`config.mk`:
```
export PLATFORM = sky130hd
export DESIGN_NAME = mpc_sram_1r1w_be
export DESIGN_NICKNAME = d
export VERILOG_FILES = /design/src/rtl/mpc_sram_1r1w_be.sv
export SDC_FILE = /design/constraint.sdc
export NUM_CORES = 2
export LEC_CHECK = 0
export CORE_UTILIZATION = 30
export DETAILED_ROUTE_END_ITERATION = 10
export GPL_TIMING_DRIVEN = 0
export SLEW_MARGIN = 40
export SYNTH_ARGS = -nofsm -noshare
export SYNTH_HDL_FRONTEND = slang
export SYNTH_SLANG_ARGS = --single-unit
```
`constraint.sdc`:
```
create_clock -name clk -period 5.95 [get_ports clk]
set_clock_uncertainty 0.05 [all_clocks]
set_input_delay 0.8925 -clock clk [delete_from_list [all_inputs] [get_ports clk]]
set_output_delay 0.8925 -clock clk [all_outputs]
set_load 0.02 [all_outputs]
```
`src/rtl/mpc_sram_1r1w_be.sv`:
```
`default_nettype none
// ============================================================================
// Module   : mpc_sram_1r1w_be
// Purpose  : One-read/one-write SRAM macro model with byte-lane write enables,
//            write-first same-address bypass, an optional output pipeline
//            register and a zero-initialisation sequencer that clears every
//            word after reset release.
// Ports    : clk        - clock, all state on the rising edge
//            rst_n      - asynchronous active-low reset
//            init_done  - array usable; requests ignored while low
//            rd_cs      - read request
//            rd_addr    - read address
//            rdata      - read data (holds between reads)
//            rvalid     - one-cycle pulse per completed read
//            wr_cs      - write request
//            wr_addr    - write address
//            wr_be      - byte enables, bit i covers wdata[8i+7:8i]
//            wdata      - write data
// Revision : 1.0 - initial release
// ============================================================================
module mpc_sram_1r1w_be #(
  parameter  int ADDR_SIZE     = 6,
  parameter  int DATA_SIZE     = 64,
  parameter  int DEPTH         = 2**ADDR_SIZE,
  parameter  int OUT_REG       = 0,
  parameter  int INIT_ON_RESET = 1,
  localparam int BE_SIZE       = DATA_SIZE / 8
) (
  input  logic                 clk,
  input  logic                 rst_n,
  output logic                 init_done,
  input  logic                 rd_cs,
  input  logic [ADDR_SIZE-1:0] rd_addr,
  output logic [DATA_SIZE-1:0] rdata,
  output logic                 rvalid,
  input  logic                 wr_cs,
  input  logic [ADDR_SIZE-1:0] wr_addr,
  input  logic [BE_SIZE-1:0]   wr_be,
  input  logic [DATA_SIZE-1:0] wdata
);

  // Addresses are widened by one bit before comparing against DEPTH so that
  // DEPTH == 2**ADDR_SIZE is representable.
  localparam logic [ADDR_SIZE:0]   c_depth = (ADDR_SIZE+1)'(DEPTH);
  localparam logic [ADDR_SIZE-1:0] c_last  = ADDR_SIZE'(DEPTH - 1);
  localparam logic [ADDR_SIZE-1:0] c_one   = ADDR_SIZE'(1);

  typedef enum logic [0:0] {
    ST_INIT  = 1'b0,
    ST_READY = 1'b1
  } state_t;

  state_t               r_state;
  state_t               w_state_nxt;
  logic [ADDR_SIZE-1:0] r_cnt;
  logic [ADDR_SIZE-1:0] w_cnt_nxt;
  logic                 w_init_we;

  logic                 w_ready;
  logic                 w_wr_in_range;
  logic                 w_rd_in_range;
  logic                 w_wr_en;
  logic                 w_rd_en;
  logic                 w_same_addr;
  logic [DATA_SIZE-1:0] w_rd_word;

  logic [DATA_SIZE-1:0] r_mem [DEPTH];

  logic                 r_rd_valid;
  logic [DATA_SIZE-1:0] r_rd_data;

  // --------------------------------------------------------------------------
  // Init / ready sequencer
  // --------------------------------------------------------------------------
  always_ff @(posedge clk or negedge rst_n) begin
    if (!rst_n) begin
      r_state <= ST_INIT;
      r_cnt   <= '0;
    end else begin
      r_state <= w_state_nxt;
      r_cnt   <= w_cnt_nxt;
    end
  end

  always_comb begin
    w_state_nxt = r_state;
    w_cnt_nxt   = r_cnt;
    w_init_we   = 1'b0;
    case (r_state)
      ST_INIT: begin
        if (INIT_ON_RESET != 0) begin
          // Gated by rst_n so clock edges while reset is held never touch
          // the array; clearing only happens once the sequence is running.
          w_init_we = rst_n;
          w_cnt_nxt = r_cnt + c_one;
          if (r_cnt == c_last) begin
            w_state_nxt = ST_READY;
            w_cnt_nxt   = '0;
          end
        end else begin
          w_state_nxt = ST_READY;
        end
      end
      ST_READY: begin
        w_state_nxt = ST_READY;
      end
      default: begin
        w_state_nxt = ST_INIT;
        w_cnt_nxt   = '0;
      end
    endcase
  end

  assign w_ready   = (r_state == ST_READY);
  assign init_done = w_ready;

  // --------------------------------------------------------------------------
  // Request qualification
  // --------------------------------------------------------------------------
  assign w_wr_in_range = ({1'b0, wr_addr} < c_depth);
  assign w_rd_in_range = ({1'b0, rd_addr} < c_depth);
  assign w_wr_en       = w_ready & wr_cs & w_wr_in_range;
  assign w_rd_en       = w_ready & rd_cs;
  assign w_same_addr   = (wr_addr == rd_addr);

  // --------------------------------------------------------------------------
  // Storage array: no reset, cleared only by the init sequencer
  // --------------------------------------------------------------------------
  always_ff @(posedge clk) begin
    if (w_init_we) begin
      r_mem[r_cnt] <= '0;
    end else if (w_wr_en) begin
      for (int b = 0; b < BE_SIZE; b++) begin
        if (wr_be[b]) begin
          r_mem[wr_addr][8*b +: 8] <= wdata[8*b +: 8];
        end
      end
    end
  end

  // --------------------------------------------------------------------------
  // Read word with write-first bypass: lanes being written this cycle return
  // the new bytes, all other lanes return the stored bytes. Out-of-range
  // reads return zero and never index the array.
  // --------------------------------------------------------------------------
  always_comb begin
    w_rd_word = '0;
    if (w_rd_in_range) begin
      w_rd_word = r_mem[rd_addr];
      if (w_wr_en && w_same_addr) begin
        for (int b = 0; b < BE_SIZE; b++) begin
          if (wr_be[b]) begin
            w_rd_word[8*b +: 8] = wdata[8*b +: 8];
          end
        end
      end
    end
  end

  // First read stage: data only updates on an accepted read so rdata holds
  // its last value between reads.
  always_ff @(posedge clk or negedge rst_n) begin
    if (!rst_n) begin
      r_rd_valid <= 1'b0;
      r_rd_data  <= '0;
    end else begin
      r_rd_valid <= w_rd_en;
      if (w_rd_en) begin
        r_rd_data <= w_rd_word;
      end
    end
  end

  // --------------------------------------------------------------------------
  // Optional output pipeline register
  // --------------------------------------------------------------------------
  if (OUT_REG != 0) begin : g_out_reg
    logic                 r_out_valid;
    logic [DATA_SIZE-1:0] r_out_data;

    always_ff @(posedge clk or negedge rst_n) begin
      if (!rst_n) begin
        r_out_valid <= 1'b0;
        r_out_data  <= '0;
      end else begin
        r_out_valid <= r_rd_valid;
        if (r_rd_valid) begin
          r_out_data <= r_rd_data;
        end
      end
    end

    assign rvalid = r_out_valid;
    assign rdata  = r_out_data;
  end else begin : g_no_out_reg
    assign rvalid = r_rd_valid;
    assign rdata  = r_rd_data;
  end

endmodule
`default_nettype wire

```
Word level (Yosys, flattened, before mapping) --
Memories as Yosys holds them, arrays and structs flattened. Cells that the tools add are included.
Word-level totals: bits in registers 72, memory bits (writable) 4096, input bits 88, output and inout port bits 66, logic and storage cells 63, memories 1
Memory list:
- r_mem | depth 64, bits a word 64, read ports 1, clocked after memory_dff 0, write ports 1, RTL line 67 | logic [DATA_SIZE-1:0] r_mem [DEPTH];
Operators by class: add/subtract/negate cells 1, equality and inequality tests 2, mux-type cells 50, bitwise gates (word level) 3, reduce and logical (&&, ||, !) cells 2
Operators by type and width (count):
- 64-bit two-way mux | 2
- 8-bit two-way mux | 9
- 64-bit OR reduction | 1
- 1-bit two-way mux | 36
- 6-bit two-way mux | 2
- 6-bit by 1-bit adder with 6-bit output, second input constant | 1
- 6-bit equality test | 1
- 6-bit equality test, second input constant | 1
- 1-bit bitwise AND | 2
- 1-bit case mux with 2 select lines | 1
- 1-bit logical AND | 1
- 1-bit NOT | 1

Depth between registers and ports, before layout --
depth in word-level cells 6, mapped depth 10

Worst setup path before layout --
No wires, ideal clock.
path kind input-to-reg, start in wr_cs, end mem r_mem[0][10] (data pin), library setup time 367 ps, data arrival time 2857 ps, data required time 5533 ps, setup slack 2676 ps, stages 6, cells stage by stage nand2_1 a21oi_4 buf_6 clkbuf_1 clkbuf_1 and2_1
Between the ends: cells in the longest elaborated chain, start to end 6
RTL lines:
- start, declared | RTL line 36 | input logic wr_cs,
- 1-bit bitwise AND (*) | RTL line 122 | assign w_wr_en = w_ready & wr_cs & w_wr_in_range;
- 1-bit two-way mux | RTL line 132 | end else if (w_wr_en) begin
- 1-bit two-way mux | RTL line 130 | if (w_init_we) begin
- 1-bit two-way mux (implied by the code) | RTL line 135 | r_mem[wr_addr][8*b +: 8] <= wdata[8*b +: 8];
- 64-bit OR reduction (no line) (*)
- 64-bit two-way mux (no line) (*)
- end, declared | RTL line 67
Every way passes the cells marked *; elsewhere a longest branch is shown, timed or not.

Final worst setup path --
start in wr_be[3], end mem r_mem[49][62], enable pin
Between the ends: cells in the longest elaborated chain, start to end 6
RTL lines:
- start, declared | RTL line 38 | input logic [BE_SIZE-1:0] wr_be,
- 1-bit two-way mux (*) | RTL line 134 | if (wr_be[b]) begin
- 1-bit two-way mux (*) | RTL line 132
- 1-bit two-way mux (*) | RTL line 130
- 1-bit two-way mux (implied by the code) (*) | RTL line 135
- 64-bit OR reduction (no line) (*)
- 6-bit two-way mux (no line) / 8-bit two-way mux (equally long branches)
Marked as above.

==> run_results.csv <==
group,metric,value,unit
outcome,outcome,"finished, final reports clean",
clock_tree,cts_resized,0,
logic_synthesis,post_synth_inst_count,8548,
drt,viasPerCell,5.50,
sta,period_share,87.3,%
drt,postRouteAntennaNets,0,
sta,rsz0062_at_grt,"false",
logic_synthesis,ys_top_cells_by_area,"edfxtp_1, mux4_2, mux2i_1",
setup_path,arrival,5720,ps
logic_synthesis,yosysMostFrequentCell,"edfxtp_1",
pwr,irDropWorstVdd,0.282,mV
sta,finalMaxSlewViolations,0,
pwr,p_per_area,315,nW/um2
logic_synthesis,synth_common_cells,"edfxtp_1, nor2_1, mux2i_1, mux4_2, mux2_2",
sta,fin_tns_setup,0,ps
pwr,power_frac_seq,52.8,%
global_routing,grt_max_degree,48,
placed_design,dp_hpwl,402000,um
pwr,p_leak,52.3,nW
clock_tree,htreeDepth,5,
drt,vias,92900,
clock_tree,post_cts_buffers,0,
die,boundaryPins,154,
placed_design,placed_area,178000,um2
logic_synthesis,synth-edff-count,4096,
setup_path,cp.required,6480,ps
global_routing,grt_pass1_wl,747000,um
drt,first_pass_iters,6,
logic_synthesis,yosysWarningCount,0,
logic_synthesis,post-synth-top-area-cell,"edfxtp_1",
drt,wl_per_cell,33.3,um
hold_path,min_path_type,"input port to async pin",
pwr,p_sw_share,21.7,%
sta,period_needed,5190,ps
setup_path,cp-end-kind,"register",
sta,fmax,193,MHz
layout,syn_to_final_growth,17.9,%
clock_tree,clock_path_buffers,4,
logic_synthesis,syn-num-nets,8637,
placed_design,port_buffers,151,
clock_tree,cts_sinks,4168,
die,rows,269,
logic_synthesis,synth_area_per_cell,19.0,um2
sta,finalSetupViolCount,0,
setup_path,cp-start-kind,"input port",
layout,seq_area,125000,um2
pwr,pwr-share-comb,4.0,%
layout,stdcell_count,16900,
layout,num-nets-final,9430,
clock_tree,cts_tree,"yes",
drt,drtIter0Drc,14300,
global_routing,grt_usage,20.0,%
global_routing,grt_pass1_vias,87900,
sta,max_slew_margin,33.6,%
layout,multi_input_area,36800,um2
pwr,p_sw,0.0131,W
pwr,p_int,0.0471,W
pwr,clockPowerShare,43.2,%
clock_tree,worst_skew_pair.late_latency,970,ps
logic_synthesis,async_reset_ff_share,1.73,%
die,die-area,544000,um2
global_routing,grt_overflow,0,
sta,tightestPinTransition,994,ps
logic_synthesis,synth_cell_type_count,45,
global_routing,antenna_found_initial,73,
drt,wirelength,564000,um
layout,fin_area,191000,um2
setup_path,crit_fanout,10,
die,initial_core_util,30.2,%
sta,final-hold-violation-count,0,
sta,hold_ws,329,ps
logic_synthesis,yosysTopAreaCellShare,75.8,%
logic_synthesis,synth_ff_type,"edfxtp_1",
clock_tree,hold_buffers,1,
logic_synthesis,netlist_area,162000,um2
die,core-area,538000,um2
layout,drive_gt1_share,27.0,%
placed_design,dp_cells,16100,
job,cap_violations,0,
die,die_h,737,um
setup_path,critPathKind,"input port to register",
die,die_x,737,um
placed_design,place_congestion,0.940,
logic_synthesis,ys_ff_latch,4168,
clock_tree,cts_root_buffer,"clkbuf_16",
drt,post-route-drc-count,0,
logic_synthesis,ys_seq_area_share,76.9,%
layout,n_fill_cell,49700,
clock_tree,numCtsBuffers,416,
clock_tree,cts.clk_slew.worst_paths,60,ps
layout,fin_util,35.6,%
sequential cells by signal, summed over array words and instances (netlist names):
register / cells
init_done: 1
rdata: 64
rvalid: 1
r_mem: 4096
r_cnt: 6
area by class of cell:
class,count,share of cell area [%]
Antenna cell,36,0.0471
Buffer,539,1.30
Clock buffer,523,5.80
Clock inverter,240,1.13
Inverter,1,0.00196
Multi-Input combinational cell,3840,19.2
Sequential cell,4168,65.3
Tap cell,7181,4.70
Timing Repair Buffer,375,2.50
cells in the final DEF, fill, tap and decap left out, types with 129 or more instances in the layout:
| cell type | instances |
|---|---|
| edfxtp_1 | 4096 |
| mux2i_1 | 513 |
| mux4_2 | 512 |
| clkbuf_16 | 425 |
| nor2_2 | 419 |
| mux2_2 | 391 |
| o22ai_1 | 384 |
| a22oi_1 | 256 |
| clkbuf_1 | 246 |
| buf_2 | 185 |
| clkbuf_2 | 172 |
| nand2_1 | 146 |
| clkdlybuf4s50_1 | 140 |
| nor2b_1 | 132 |
| nor3_1 | 129 |
worst paths after layout:
kind / from / end / slack, ps / cells after the start
hold / removal: rst_n / rdata[36] / 330 / 2
setup / recovery: wr_be[3] / r_mem[49][62] / 760 / 7
hold reg to reg: rdata[40] / rdata[40] / 460 / 2
setup reg to reg: init_done / r_mem[4][61] / 1690 / 7
min in group clk: rdata[40] / rdata[40] / 460 / 2
max in group asynchronous: rst_n / rdata[1] / 4820 / 3
worst max-delay path, cell delays in order:
cell,delay (ps)
clkdlybuf4s50_1,850
nor4_4,890
a21oi_4,220
mux2_2,390
buf_1,650
nand4_4,820
nor2_1,970
per-layer routing:
| metal | share of wire [%] | global-route usage (%) |
|---|---|---|
| met2 | 42 | 28.3 |
| met3 | 15 | 8.31 |
| met4 | 4.5 | 7.69 |
| met5 | 0.062 | 0 |
| met1 | 39 | 27.2 |
metrics by stage:
| stage | total power, W | setup slack (ps) |
|---|---|---|
| 3_5_place_dp | 0.0347 | 57.4 |
| 6_report | 0.0601 | 758 |
| 5_1_grt | 0.0612 | 857 |
| 4_1_cts | 0.0601 | 1080 |
| 2_1_floorplan | 0.0334 | 2680 |
| 3_3_place_gp | 0.0346 | -2470 |
cells by family after synthesis:
logic type      share of synthesized area, %
compound gates                          4.63
xor+xnor                              0.0540
simple gates                            3.92
buf+inv                                 1.36
fa+ha+maj                            0.00771
flops                                   76.9
mux                                     13.1
power groups by stage:
stage	Combinational (W)	Clock, W	Sequential (W)
after floorplan	0.00106	0	0.0324
after global placement	0.00221	0	0.0324
after detailed placement	0.00232	0	0.0324
after CTS	0.00233	0.0260	0.0317
after global routing	0.00241	0.0271	0.0317
final	0.00242	0.0260	0.0317
(Power assumes the default switching activity.)
